[src/rtl/rr_timeout_arbiter.sv]
// Four-requester round-robin arbiter with registered one-hot grants, a dead cycle between owners
// and a bounded hold time. Optional macro ARB_LOCK_EN adds a lock input that suspends the timeout.
module rr_timeout_arbiter #(
  parameter int unsigned MAX_HOLD = 8,
  parameter int unsigned CNT_W    = 8
) (
  input  logic       CLK,
  input  logic       RESET_N,
  input  logic       req0,
  input  logic       req1,
  input  logic       req2,
  input  logic       req3,
`ifdef ARB_LOCK_EN
  input  logic       lock,
`endif
  output logic       grant0,
  output logic       grant1,
  output logic       grant2,
  output logic       grant3,
  output logic [1:0] grant_id,
  output logic       busy,
  output logic       timeout
);

  typedef enum logic [1:0] {StIdle = 2'd0, StGrant = 2'd1, StGap = 2'd2} state_e;

  state_e           state_q;
  logic [1:0]       ptr_q;
  logic [1:0]       owner_q;
  logic [CNT_W-1:0] hold_q;
  logic [3:0]       grant_q;
  logic [1:0]       id_q;
  logic             busy_q;
  logic             timeout_q;

  logic [3:0] req_vec;
  logic       win_found;
  logic [1:0] win_idx;
  logic [1:0] idx;
  logic       hold_last;
  logic       lock_hold;

  assign req_vec   = {req3, req2, req1, req0};
  assign hold_last = (hold_q == CNT_W'(MAX_HOLD - 1));

`ifdef ARB_LOCK_EN
  assign lock_hold = lock;
`else
  assign lock_hold = 1'b0;
`endif

  // Walk from lowest to highest priority so the last hit is the winner.
  always_comb begin
    win_found = 1'b0;
    win_idx   = 2'd0;
    idx       = 2'd0;
    for (int i = 3; i >= 0; i--) begin
      idx = ptr_q + i[1:0];
      if (req_vec[idx]) begin
        win_found = 1'b1;
        win_idx   = idx;
      end
    end
  end

  always_ff @(posedge CLK or negedge RESET_N) begin
    if (!RESET_N) begin
      state_q   <= StIdle;
      ptr_q     <= 2'd0;
      owner_q   <= 2'd0;
      hold_q    <= '0;
      grant_q   <= 4'd0;
      id_q      <= 2'd0;
      busy_q    <= 1'b0;
      timeout_q <= 1'b0;
    end else begin
      timeout_q <= 1'b0;
      unique case (state_q)
        StIdle, StGap: begin
          if (win_found) begin
            state_q <= StGrant;
            owner_q <= win_idx;
            hold_q  <= '0;
            grant_q <= 4'b0001 << win_idx;
            id_q    <= win_idx;
            busy_q  <= 1'b1;
          end else begin
            state_q <= StIdle;
            grant_q <= 4'd0;
            id_q    <= 2'd0;
            busy_q  <= 1'b0;
          end
        end
        StGrant: begin
          // Release takes precedence over an expiry on the same edge.
          if (!req_vec[owner_q]) begin
            state_q <= StGap;
            ptr_q   <= owner_q + 2'd1;
            grant_q <= 4'd0;
            id_q    <= 2'd0;
            busy_q  <= 1'b0;
          end else if (hold_last && !lock_hold) begin
            state_q   <= StGap;
            ptr_q     <= owner_q + 2'd1;
            grant_q   <= 4'd0;
            id_q      <= 2'd0;
            busy_q    <= 1'b0;
            timeout_q <= 1'b1;
          end else if (!hold_last) begin
            hold_q <= hold_q + CNT_W'(1);
          end
        end
        default: begin
          state_q <= StIdle;
          grant_q <= 4'd0;
          id_q    <= 2'd0;
          busy_q  <= 1'b0;
        end
      endcase
    end
  end

  assign grant0   = grant_q[0];
  assign grant1   = grant_q[1];
  assign grant2   = grant_q[2];
  assign grant3   = grant_q[3];
  assign grant_id = id_q;
  assign busy     = busy_q;
  assign timeout  = timeout_q;

endmodule

[config.mk]
export PLATFORM = sky130hd
export DESIGN_NAME = rr_timeout_arbiter
export DESIGN_NICKNAME = d
export VERILOG_FILES = /design/src/rtl/rr_timeout_arbiter.sv
export SDC_FILE = /design/constraint.sdc
export NUM_CORES = 1
export LEC_CHECK = 0
export CAP_MARGIN = 20
export CORE_MARGIN = 1.5
export CORE_UTILIZATION = 57
export DETAILED_ROUTE_END_ITERATION = 8
export GPL_ROUTABILITY_DRIVEN = 0
export PLACE_DENSITY = 0.94
export SLEW_MARGIN = 20
export SYNTH_ARGS = -nofsm -noshare
export SYNTH_HDL_FRONTEND = slang
export SYNTH_SLANG_ARGS = --single-unit
[constraint.sdc]
create_clock -name CLK -period 6.32 [get_ports CLK]
set_clock_uncertainty 0.15 [all_clocks]
set_input_delay 0.632 -clock CLK [delete_from_list [all_inputs] [get_ports CLK]]
set_output_delay 0.632 -clock CLK [all_outputs]
set_load 0.1 [all_outputs]
# Word-level counts from Yosys, hierarchy flattened

Index checks and enable logic that the tools add are counted.

Memory bits (writable): 0
Memory bits (read-only): 0
Register bits: 22
Output and inout bits: 8
Memories kept: 0
Logic and storage cells: 76
Bits in latches: 0

Bitwise logic cells: 0
$add $sub $neg: 5
Shifts and indexed selects: 1
Equal/unequal tests: 8
Reductions and logical operators: 6
Magnitude comparators: 5
Mux-type cells: 43
Multiply operators: 0
Divide/modulo/power cells: 0

Operators by type and width:

| operator                                                   | count |
|---|---|
| two-way mux 8 bit                                          | 3 |
| two-way mux 2 bit                                          | 11 |
| two-way mux 1 bit                                          | 16 |
| one-hot mux 8 bit (2 select lines)                         | 1 |
| less-than comparator 2 x 3 -> 1 bit, second input constant | 5 |
| two-way mux 4 bit                                          | 3 |
| binary-select mux 1 bit (select 2 bit)                     | 5 |
| adder 8 x 1 -> 8 bit, second input constant                | 1 |
| equality test 8 x 3 -> 1 bit, second input constant        | 1 |
| inequality test 2 bit, second input constant               | 4 |
| one-hot mux 2 bit (2 select lines)                         | 2 |
| one-hot mux 4 bit (2 select lines)                         | 1 |
| adder 2 x 1 -> 2 bit, second input constant                | 2 |
| adder 2 bit, second input constant                         | 2 |
| AND reduction 2 bit                                        | 2 |
| AND reduction 4 bit                                        | 1 |
| << shifter 1 x 2 -> 4 bit, first input constant            | 1 |
| inequality test 3 bit, second input constant               | 1 |
| equality test 2 x 1 -> 1 bit, second input constant        | 1 |
| equality test 2 bit, second input constant                 | 1 |
| zero test 2 bit                                            | 1 |
| one-hot mux 1 bit (2 select lines)                         | 1 |
| nonzero test 2 bit                                         | 1 |
| OR reduction 2 bit                                         | 1 |

# Depth between registers and ports, before layout

Depth after elaboration: 10
Mapped depth: 6
Gate-level depth less buffers: 5

# Worst setup path before layout

OpenSTA, ideal clock, no wires.

Path type: register to register
Start: register hold_q[3]
End: register ptr_q[1]
Library setup time: 125 ps
Cell stages (with the launch flop): 6
Buffers on the path: 1
Slack: 4,176 ps
Clock period less this slack: 2,144 ps
Arrival: 1,869 ps
Cell sequence: dfrtp_1 -> or4_1 -> or3_1 -> buf_6 -> a21boi_4 -> mux2_4

Cells in the longest elaborated chain, start to end: 3

Ends and longest elaborated chain:

| item                                   | RTL line | text |
|---|---|---|
| start: declaration                     | 30       | `logic [CNT_W-1:0] hold_q;` |
| start signal: assignment               | 110      | `hold_q <= hold_q + CNT_W'(1);` |
| equality test 8 x 3 -> 1 bit           | 44       | `assign hold_last = (hold_q == CNT_W'(MAX_HOLD - 1));` |
| inequality test 2 bit (no source line) | n/a      |  |
| AND reduction 2 bit (no source line)   | n/a      |  |
| end signal: assignment                 | 98       | `ptr_q <= owner_q + 2'd1;` |
| end signal: assignment                 | 104      | `ptr_q <= owner_q + 2'd1;` |
| end: declaration                       | 28       | `logic [1:0] ptr_q;` |

No other way between the ends.
A chain may end at the register's enable or synchronous reset.

# Worst setup path in the final report

Start: register grant_q[3]
End: output port grant3

RTL lines:

| item                     | RTL line | text |
|---|---|---|
| start: declaration       | 31       | `logic [3:0] grant_q;` |
| start signal: assignment | 84       | `grant_q <= 4'b0001 << win_idx;` |
| end: declaration         | 19       | `output logic grant3,` |

No word-level cell between the ends.

==> results.yml <==
synth:
  yosysSeqAreaShare_pct: 52.3
  synth_edf_count: 0
  postSynthAreaPerCell_um2: 11.3
  ys_warn_count: 0
  synth.top_cells.by_area: "dfrtp_1 (52%), o31ai_1 (3.6%), nand2_1 (3.2%)"
  synthTopCellsByCount: "dfrtp_1 (22), nand2_1 (9)"
  synth_ff_type: "dfrtp_1"
  synthArstFlopShare_pct: 100
  muxShareOfSynthArea_pct: 6.42
  synth_compound_area_share_pct: 20.1
  synth_cells: 93
  synth_cell_types: 37
  synth_top_area_share_pct: 52.3
  synth_xor_area_share_pct: 1.66
  synth_top_family_by_area: "compound AO/OA/AOI/OAI gates"
  synthAdderAreaFrac_pct: 1.19
  synth_area_mm2: 0.00105
  synth_area_leader_cell: "dfrtp_1"
  synth_most_common_cell: "dfrtp_1"
  ys_ff_latch: 22
  synth.net_count: 100
  synthSimpleGateAreaFrac_pct: 16.5
layout:
  num_antenna_cells: 0
  final_util_pct: 70.4
  register_area_um2: 551
  fill_cells: 138
  areaGrowthSynthToFinish_pct: 15.6
  multiInputGateArea_um2: 483
  instances_no_fill: 132
  final_area_mm2: 0.00122
  drive_gt1_share_pct: 8.41
  nets: 116
critical_path:
  path_cells: "clkdlybuf4s50_1"
  critical_path_depth: 1
  critPathCaptureType: "output port"
  cp_slowest_cell: "clkdlybuf4s50_1"
  reg2reg_from: "hold_q[3]$_DFFE_PN0P_"
  start_kind: "register"
  reg2reg_slack_ps: 3990
  timing.rr.end: "ptr_q[1]$_DFFE_PN0P_"
  required_ps: 5540
  worst-setup-path-type: "register to output port"
  cp_top_family: "buffers and inverters"
  max_stage_delay_ps: 1140
  crit_buf_inv: 1
  endpoint: "grant3"
  arrival_ps: 1820
  ff2ff_path_depth: 4
  worst-path-max-fanout: 2
  cp-startpoint: "grant_q[3]$_DFFE_PN0P_"
cts:
  numCtsBuffers: 3
  cts.repair.resized: 0
  post_cts_buffers: 0
  cts_tree: "built"
  ctsHoldBuffers: 0
  clk_path_buf_depth: 2
  clk_pin_slew_worst_paths_ps: 120
  clk_latency_ps: 300
  clock_sink_count: 22
  htreeDepth: 1
  root_buffer: "clkbuf_4"
grt:
  overflow: 0
  grt_pass1_wl_um: 3640
  grt_use_met2_pct: 38.3
  top_usage_layer: "met2"
  antenna_found_initial: 0
  grt_max_degree: 23
  grt_pass1_vias: 850
  grt_use_met3_pct: 4.76
  met1_usage_pct: 31.4
  grt_usage_pct: 24.1
sta:
  slew_violations: 0
  finalSetupTns_ps: 0
  fmax_ghz: 0.385
  finalHoldViolCount: 0
  setup_viol: 0
  fin_crit_sh_pct: 41.1
  worstMarginPinSlew_ps: 977
  worst_hold_slack_ps: 119
  rsz0062_at_grt: "false"
  max_slew_margin_pct: 34.7
  period_minus_slack_ps: 2600
placed_design:
  port_buffers: 13
  dp.final_hpwl_um: 1570
  dp_cells: 129
  place_area_mm2: 0.00120
floorplan:
  die_x_um: 46.0
  core_area_mm2: 0.00173
  dieArea_mm2: 0.00211
  io_pins: 14
  num_rows: 15
  die_h_um: 46.0
  initial_core_util_pct: 60.9
route:
  post_drt_wl_per_cell_um: 16.2
  drc: 0
  drt-total-wl_um: 2140
  detail_route.vias_per_cell: 6.27
  num_vias: 828
  first_pass_iters: 4
  ant_nets: 0
  drt_iter0_drc: 24
pwr:
  max-vdd-ir-drop_v: 0.000342
  p_per_area_mw_per_mm2: 511
  p_leak_nw: 0.528
job:
  maxCapViolations: 0
status:
  run_status: "completed"
hold_path:
  hold_class: "input port to async pin"
==> logic make-up after synthesis <==
logic type / after synthesis
and+or+nand+nor: 33
buffers and inverters: 3
adders and majority gates: 1
muxes: 5
xor gates and xnor gates: 2
AOI/OAI and AO/OA: 27
DFF: 22
==> how the worst min path moves through the flow <==
| stage | startpoint | to |
|---|---|---|
| finish | RESET_N | state_q[1]$_DFFE_PN0P_ |
| detailed placement | grant_id[0]$_DFFE_PN0P_ | grant_id[0]$_DFFE_PN0P_ |
| global placement | busy$_DFFE_PN0P_ | busy$_DFFE_PN0P_ |
| global route | RESET_N | state_q[1]$_DFFE_PN0P_ |
| floorplan | RESET_N | busy$_DFFE_PN0P_ |
| CTS | busy$_DFFE_PN0P_ | busy$_DFFE_PN0P_ |
==> stage by stage <==
step	setup WS [ps]	power (mW)
floorplan	4180	0.482
global placement	3740	0.553
detailed placement	3690	0.562
CTS	3710	0.624
global route	3680	0.655
finish	3720	0.622
==> power breakdown <==
part           internal, mW  total [mW]  switching (mW)
clock                0.0222      0.0609          0.0387
combinational         0.102       0.338           0.236
sequential            0.185       0.223          0.0380
==> worst register-to-register path, cell delays in order (launching register included) <==
cell,delay (ps)
dfrtp_1,460
or4_1,570
or3_1,480
a21boi_4,260
mux2_4,310
==> routing by layer <==
layer  routed length (µm)  up-vias  share of wire (%)
met3                  110        6                5.2
met4                   37        0                1.7
met5                    0        -                  0
met2                 1040       33                 49
met1                  944      402                 44
li1                     -      387                  -
==> sequential cells by signal, summed over array words and instances (netlist names) <==
signal,cells
busy,1
timeout,1
grant_q,4
hold_q,8
state_q,2
owner_q,2
ptr_q,2
grant_id,2
==> area by class of cell <==
class / count / area share, %
clock buffer: 3 / 1.85
inverter: 1 / 0.309
multi-input combinational: 68 / 39.7
sequential: 22 / 45.3
tap: 25 / 2.57
timing repair buffer: 13 / 10.3
==> layout by cell type, fill, tap and decap left out, types with 2 or more instances in the layout <==
master,Yosys,layout
nand4_1,2,2
a21oi_1,3,3
xor2_1,2,2
clkdlybuf4s50_1,0,12
a21o_1,2,2
a32o_1,2,2
mux2i_1,3,3
nand2_1,9,9
o31ai_1,5,5
clkbuf_4,0,3
nand3_1,5,5
dfrtp_1,22,22
o21ai_0,5,5
nor2_1,5,5
o311ai_0,2,2
or4_1,2,2
nand2b_1,2,2
(Power assumes the default switching activity.)
